===== src/rtl/bus_rr_interconnect.sv =====
// Multi-host, multi-device bus: round-robin arbitration, in-order in-flight tracking FIFO, decode-error pseudo-device.
// Optional per-host grant counters are enabled with `define BUS_PERF_CNT_EN.
`timescale 1ns/1ps
module bus_rr_interconnect #(
    parameter int unsigned NrHosts        = 2,
    parameter int unsigned NrDevices      = 3,
    parameter int unsigned DataWidth      = 32,
    parameter int unsigned AddressWidth   = 32,
    parameter int unsigned MaxOutstanding = 2
) (
    input  logic                      clk_i,
    input  logic                      rst_i,

    input  logic                      host_req_i     [NrHosts],
    input  logic                      host_we_i      [NrHosts],
    input  logic [AddressWidth-1:0]   host_addr_i    [NrHosts],
    input  logic [DataWidth/8-1:0]    host_be_i      [NrHosts],
    input  logic [DataWidth-1:0]      host_wdata_i   [NrHosts],
    output logic                      host_gnt_o     [NrHosts],
    output logic                      host_rvalid_o  [NrHosts],
    output logic                      host_err_o     [NrHosts],
    output logic [DataWidth-1:0]      host_rdata_o   [NrHosts],

    output logic                      device_req_o   [NrDevices],
    output logic                      device_we_o    [NrDevices],
    output logic [AddressWidth-1:0]   device_addr_o  [NrDevices],
    output logic [DataWidth/8-1:0]    device_be_o    [NrDevices],
    output logic [DataWidth-1:0]      device_wdata_o [NrDevices],
    input  logic                      device_rvalid_i[NrDevices],
    input  logic                      device_err_i   [NrDevices],
    input  logic [DataWidth-1:0]      device_rdata_i [NrDevices],

    input  logic [AddressWidth-1:0]   cfg_device_addr_base_i [NrDevices],
    input  logic [AddressWidth-1:0]   cfg_device_addr_mask_i [NrDevices],

    output logic                      protocol_err_o,
    output logic [31:0]               perf_grant_cnt_o [NrHosts]
);

    localparam int unsigned HostW = (NrHosts > 1) ? $clog2(NrHosts) : 1;
    localparam int unsigned TgtW  = $clog2(NrDevices + 1);
    localparam int unsigned PtrW  = (MaxOutstanding > 1) ? $clog2(MaxOutstanding) : 1;
    localparam int unsigned CntW  = $clog2(MaxOutstanding + 1);

    localparam logic [TgtW-1:0]  ErrTgt   = TgtW'(NrDevices);
    localparam logic [CntW-1:0]  MaxCnt   = CntW'(MaxOutstanding);
    localparam logic [PtrW-1:0]  LastPtr  = PtrW'(MaxOutstanding - 1);
    localparam logic [HostW-1:0] LastHost = HostW'(NrHosts - 1);

    logic [HostW-1:0] rr_q, rr_d;
    logic [CntW-1:0]  cnt_q, cnt_d;
    logic [PtrW-1:0]  wr_ptr_q, wr_ptr_d;
    logic [PtrW-1:0]  rd_ptr_q, rd_ptr_d;
    logic [TgtW-1:0]  last_tgt_q, last_tgt_d;
    logic             err_rsp_q, err_rsp_d;
    logic             proto_err_q, proto_err_d;

    logic [HostW-1:0] fifo_host_q [MaxOutstanding];
    logic [TgtW-1:0]  fifo_tgt_q  [MaxOutstanding];

    logic             cand_found;
    logic [HostW-1:0] cand_idx;
    logic [TgtW-1:0]  cand_tgt;
    logic             grant;
    logic             push;
    logic             pop;

    logic [HostW-1:0] head_host;
    logic [TgtW-1:0]  head_tgt;
    logic             rsp_valid;
    logic             rsp_err;
    logic [DataWidth-1:0] rsp_rdata;
    logic             spurious;

    // Round-robin: first requester at/after the pointer, else the lowest requester (wrap).
    always_comb begin
        cand_found = 1'b0;
        cand_idx   = '0;
        for (int unsigned h = 0; h < NrHosts; h++) begin
            if (!cand_found && host_req_i[h] && (HostW'(h) >= rr_q)) begin
                cand_found = 1'b1;
                cand_idx   = HostW'(h);
            end
        end
        for (int unsigned h = 0; h < NrHosts; h++) begin
            if (!cand_found && host_req_i[h]) begin
                cand_found = 1'b1;
                cand_idx   = HostW'(h);
            end
        end
    end

    always_comb begin
        cand_tgt = ErrTgt;
        for (int unsigned d = NrDevices; d > 0; d--) begin
            if ((host_addr_i[cand_idx] & cfg_device_addr_mask_i[d-1]) == cfg_device_addr_base_i[d-1]) begin
                cand_tgt = TgtW'(d - 1);
            end
        end
    end

    // Only same-target issue while busy, so every in-flight entry shares one target.
    always_comb begin
        grant = !rst_i && cand_found && (cnt_q < MaxCnt) &&
                ((cnt_q == '0) || (cand_tgt == last_tgt_q));
        push  = grant;
    end

    always_comb begin
        for (int unsigned h = 0; h < NrHosts; h++) begin
            host_gnt_o[h] = grant && (cand_idx == HostW'(h));
        end
        for (int unsigned d = 0; d < NrDevices; d++) begin
            device_req_o[d]   = grant && (cand_tgt == TgtW'(d));
            device_we_o[d]    = host_we_i[cand_idx];
            device_addr_o[d]  = host_addr_i[cand_idx];
            device_be_o[d]    = host_be_i[cand_idx];
            device_wdata_o[d] = host_wdata_i[cand_idx];
        end
    end

    always_comb begin
        head_host = fifo_host_q[rd_ptr_q];
        head_tgt  = fifo_tgt_q[rd_ptr_q];
        rsp_valid = 1'b0;
        rsp_err   = 1'b0;
        rsp_rdata = '0;
        if (head_tgt == ErrTgt) begin
            rsp_valid = err_rsp_q;
            rsp_err   = 1'b1;
        end else begin
            for (int unsigned d = 0; d < NrDevices; d++) begin
                if (head_tgt == TgtW'(d)) begin
                    rsp_valid = device_rvalid_i[d];
                    rsp_err   = device_err_i[d];
                    rsp_rdata = device_rdata_i[d];
                end
            end
        end
        pop = (cnt_q != '0) && rsp_valid;
    end

    always_comb begin
        for (int unsigned h = 0; h < NrHosts; h++) begin
            host_rvalid_o[h] = pop && (head_host == HostW'(h));
            host_err_o[h]    = pop && (head_host == HostW'(h)) && rsp_err;
            host_rdata_o[h]  = (pop && (head_host == HostW'(h))) ? rsp_rdata : '0;
        end
    end

    always_comb begin
        spurious = 1'b0;
        for (int unsigned d = 0; d < NrDevices; d++) begin
            if (device_rvalid_i[d] && ((cnt_q == '0) || (head_tgt != TgtW'(d)))) begin
                spurious = 1'b1;
            end
        end
    end

    always_comb begin
        rr_d        = rr_q;
        wr_ptr_d    = wr_ptr_q;
        rd_ptr_d    = rd_ptr_q;
        cnt_d       = cnt_q;
        last_tgt_d  = last_tgt_q;
        err_rsp_d   = push && (cand_tgt == ErrTgt);
        proto_err_d = proto_err_q | spurious;
        if (push) begin
            rr_d       = (cand_idx == LastHost) ? '0 : cand_idx + 1'b1;
            wr_ptr_d   = (wr_ptr_q == LastPtr) ? '0 : wr_ptr_q + 1'b1;
            last_tgt_d = cand_tgt;
        end
        if (pop) begin
            rd_ptr_d = (rd_ptr_q == LastPtr) ? '0 : rd_ptr_q + 1'b1;
        end
        case ({push, pop})
            2'b10:   cnt_d = cnt_q + 1'b1;
            2'b01:   cnt_d = cnt_q - 1'b1;
            default: cnt_d = cnt_q;
        endcase
    end

    always_ff @(posedge clk_i or posedge rst_i) begin
        if (rst_i) begin
            rr_q        <= '0;
            cnt_q       <= '0;
            wr_ptr_q    <= '0;
            rd_ptr_q    <= '0;
            last_tgt_q  <= '0;
            err_rsp_q   <= 1'b0;
            proto_err_q <= 1'b0;
            for (int unsigned i = 0; i < MaxOutstanding; i++) begin
                fifo_host_q[i] <= '0;
                fifo_tgt_q[i]  <= '0;
            end
        end else begin
            rr_q        <= rr_d;
            cnt_q       <= cnt_d;
            wr_ptr_q    <= wr_ptr_d;
            rd_ptr_q    <= rd_ptr_d;
            last_tgt_q  <= last_tgt_d;
            err_rsp_q   <= err_rsp_d;
            proto_err_q <= proto_err_d;
            if (push) begin
                fifo_host_q[wr_ptr_q] <= cand_idx;
                fifo_tgt_q[wr_ptr_q]  <= cand_tgt;
            end
        end
    end

    assign protocol_err_o = proto_err_q;

`ifdef BUS_PERF_CNT_EN
    logic [31:0] perf_cnt_q [NrHosts];
    logic [31:0] perf_cnt_d [NrHosts];

    always_comb begin
        for (int unsigned h = 0; h < NrHosts; h++) begin
            perf_cnt_d[h] = perf_cnt_q[h];
            if (host_gnt_o[h] && (perf_cnt_q[h] != '1)) begin
                perf_cnt_d[h] = perf_cnt_q[h] + 32'd1;
            end
            perf_grant_cnt_o[h] = perf_cnt_q[h];
        end
    end

    always_ff @(posedge clk_i or posedge rst_i) begin
        if (rst_i) begin
            for (int unsigned h = 0; h < NrHosts; h++) begin
                perf_cnt_q[h] <= '0;
            end
        end else begin
            for (int unsigned h = 0; h < NrHosts; h++) begin
                perf_cnt_q[h] <= perf_cnt_d[h];
            end
        end
    end
`else
    always_comb begin
        for (int unsigned h = 0; h < NrHosts; h++) begin
            perf_grant_cnt_o[h] = '0;
        end
    end
`endif

endmodule


===== config.mk =====
export PLATFORM = sky130hd
export DESIGN_NAME = bus_rr_interconnect
export DESIGN_NICKNAME = d
export VERILOG_FILES = /design/src/rtl/bus_rr_interconnect.sv
export SDC_FILE = /design/constraint.sdc
export NUM_CORES = 1
export LEC_CHECK = 0
export CORE_AREA = 2 2 303 305
export CTS_CLUSTER_SIZE = 8
export DETAILED_ROUTE_END_ITERATION = 8
export DIE_AREA = 0 0 305 307
export HOLD_SLACK_MARGIN = 0.08
export SKIP_CTS_REPAIR_TIMING = 1
export SLEW_MARGIN = 20
export SYNTH_ARGS = -nofsm -noshare
export SYNTH_HDL_FRONTEND = slang
export SYNTH_SLANG_ARGS = --single-unit

===== constraint.sdc =====
create_clock -name clk_i -period 9.4 [get_ports clk_i]
set_input_delay 1.88 -clock clk_i [delete_from_list [all_inputs] [get_ports clk_i]]
set_output_delay 1.88 -clock clk_i [all_outputs]
set_load 0.01 [all_outputs]

==> out/qor.yml <==
run_status: "complete, no violations"
cellInternalPower_uw: 757
cts_max_path_buffers: 2
crit_path_cell_trace: "clkdlybuf4s50_1, nor2b_4, buf_4, o211ai_1, and3_1, nor4b_1, nand4_1, or4_4, xor2_1, o211ai_2, nand2_1, nor2_1, clkdlybuf4s50_1"
whs_ps: 477
setup.worst_path.end_class: "output pin"
post_dp_cell_area_sq_um: 14700
core.rowCount: 111
synth_seq_cells: 15
postSynthAreaPerCell_sq_um: 6.24
final_layout_size_suffix_gt1_share_pct: 2.99
postLayoutCellArea_sq_um: 14800
synth_sequential_area_ratio_pct: 5.09
slew_violations: 0
cellPowerDensity_nw_per_um2: 101
clkLatencyLatePin_ps: 250
timing.critical_path.slowest_stage_cell: "nor2b_4"
drt.antenna.violating_nets: 0
min_from: "wr_ptr_q$_DFFE_PP0P_"
io_pins: 781
final_hold_viol_count: 0
cts_tree: "built"
grt.total_usage_pct: 12.8
critPathArrivalTime_ps: 6590
routed-wl-met2_microns: 30200
power.share.sequential_pct: 7.2
core_region_area_sq_um: 90700
startpoint_type: "input pin"
dr.pass1.iters: 6
top_signal_layer_used: "met5"
htree_num_levels: 1
detailedPlacementHpwl_microns: 55200
critical_path.startpoint: "host_req_i[1]"
first_pass_grt_wire_length_microns: 84300
drcViolationCount: 0
gr-total-overflow: 0
slew-limit-headroom_pct: 23.9
vias: 11223
synth-warning-count: 0
fp.dieW_microns: 305
route.detailed.wl_per_inst_microns: 22.2
cpMostUsedCell: "clkdlybuf4s50_1"
die_height_microns: 307
setup_skew_after_layout_ps: 3.25
max_cap_violations: 0
syn_inst: 1181
die-area_sq_um: 93600
fmaxAchievable_mhz: 118
via_per_inst: 3.87
cts.clk_slew.worst_paths_ps: 50
port_buffers: 716
post_synth_cell_types: 37
detail_route.wirelength_microns: 64500
switchingPower_uw: 740
post_synth_instance_area_sq_um: 7370
critical_path.max_fanout: 25
met3_length_microns: 6080
final_total_power_mw: 1.50
final_period_minus_worst_setup_slack_ps: 8470
leak_pwr_nw: 5.21
hold_class: "reg -> reg"
start_util_pct: 8.13
gpl.final_weighted_congestion: 0.887
final_tns_setup_ps: 0
comb_power_share_pct: 87.2
cts_inserted_buffers: 3
root_buffer_master: "clkbuf_16"
grt_pass1_vias: 10612
dr.first_iter.drc_count: 901
critical_path.max_stage_delay_ps: 720
timing_worst_setup_path_type: "in -> out"
final-setup-viol-count: 0
unrepaired_setup_endpoints_after_global_routing: "false"
power.ir.vdd_worst_mv: 0.0738
share_clk_of_total_power_pct: 5.6
power.switching_fraction_pct: 49.4
maximum_number_of_pins_on_one_net_before_global_route_repair: 99
final_nets: 2145
synthToLayoutAreaGrowth_pct: 100
worst_ep_required_time_ps: 7520
r2r_start: "rr_q$_DFFE_PP0P_"
clkSinkCount: 15
tightest_slew_ps: 1140
grt_antenna_before_repair: 33
layout_worst_path_cycle_share_pct: 90.1
wl_met1_microns: 26800
==> cell type report <==
type	instances	area [sq um]
inverter	6	25.0
sequential	15	375
clock inverter	1	5.00
timing repair buffer	741	7410
fill	10385	75900
antenna	9	22.5
multi-input combinational	941	5380
tap	1186	1480
clock buffer	3	75.1
==> per-stage QoR <==
| step | util (%) | instances | setup WS [ps] |
|---|---|---|---|
| detailed placement | 16.2 | 2889 | 916 |
| finish | 16.3 | 2902 | 927 |
| global route | 16.3 | 2897 | 708 |
| floorplan | - | 1244 | 3160 |
| global placement | 16.2 | 2889 | 916 |
| CTS | 16.3 | 2893 | 903 |
==> power groups by stage <==
stage	Sequential (mW)	Combinational, mW	Clock (mW)
6_report	0.108	1.31	0.0836
5_1_grt	0.111	1.40	0.0889
3_5_place_dp	0.108	1.32	0
2_1_floorplan	0.0971	0.692	0
3_3_place_gp	0.107	1.31	0
4_1_cts	0.108	1.32	0.0849
==> synth_stat cells, drive strengths merged <==
library cell  instances  area, sq um
and3                 91          569
nor4b                39          342
clkbuf               43          161
or4                   3         26.3
nand3b                1         7.51
nor2b                34          213
inv                   6         22.5
and2                  1         6.26
nand2b                1         6.26
nand4               108          676
xor2                  2         17.5
conb                  1         3.75
mux2                 10          120
buf                 239         1730
xnor2                 4         35.0
or2                   1         6.26
mux2i                35          350
nor3                  4         20.0
o211ai               97          733
nor4                 13         81.3
ha                    1         12.5
nand2               243          912
nor2                 12         45.0
nand3                40          200
dfrtp                15          375
o21ai                35          175
mux4                  1         22.5
a21oi               100          500
nand4b                1         8.76
==> cells by family after synthesis <==
group / count (synthesis) / synth area share [%]
AOI/OAI and AO/OA: 232 / 19.1
xor gates and xnor gates: 6 / 0.713
adders and majority gates: 1 / 0.170
buffers and inverters: 288 / 25.9
DFF: 15 / 5.09
muxes: 46 / 6.68
other: 1 / 0.0509
and+or+nand+nor: 592 / 42.3
==> cell usage in the layout (no fill, tap or decap), drive strengths merged, types with 6 or more instances in the layout <==
master         count
dfrtp             15
o21ai             35
nand2            243
mux2i             35
nor2              12
nand3             40
a21oi            100
nor4              13
nand4            108
o211ai            97
conb              64
clkdlybuf4s50    712
nor2b             34
mux2              10
and3              91
inv                6
nor4b             39
diode              9
buf               29
==> sequential cells by signal, summed over array words and instances, names as in the netlist <==
name            flops
rr_q                1
cnt_q               2
err_rsp_q           1
rd_ptr_q            1
protocol_err_o      1
wr_ptr_q            1
fifo_tgt_q          4
last_tgt_q          2
fifo_host_q         2
==> worst paths after layout <==
| path | end | cells after the start | slack [ps] |
|---|---|---|---|
| worst max-delay path | host_gnt_o[0] | 13 | 930 |
| worst min-delay path | wr_ptr_q$_DFFE_PP0P_ | 1 | 480 |
| worst max register to register | err_rsp_q$_DFF_PP0_ | 12 | 4750 |
| worst min register to register | wr_ptr_q$_DFFE_PP0P_ | 1 | 480 |
| max in group asynchronous | fifo_tgt_q[3]$_DFFE_PP0P_ | 2 | 6980 |
| min in group asynchronous | fifo_host_q[0]$_DFFE_PP0P_ | 2 | 2050 |
==> metal layers <==
| metal | up-vias | track usage (%) |
|---|---|---|
| met5 | - | 0 |
| met4 | 36 | 2.48 |
| met3 | 81 | 4.10 |
| met2 | 673 | 21.3 |
| met1 | 5297 | 16.1 |
| li1 | 5136 | - |
==> critical path, delay by kind of cell <==
family          cells  cell delay, ps
buf+inv             3            1400
compound gates      2             320
simple gates        7            2760
xor+xnor            1             170
Power figures use the tool's default switching activity.
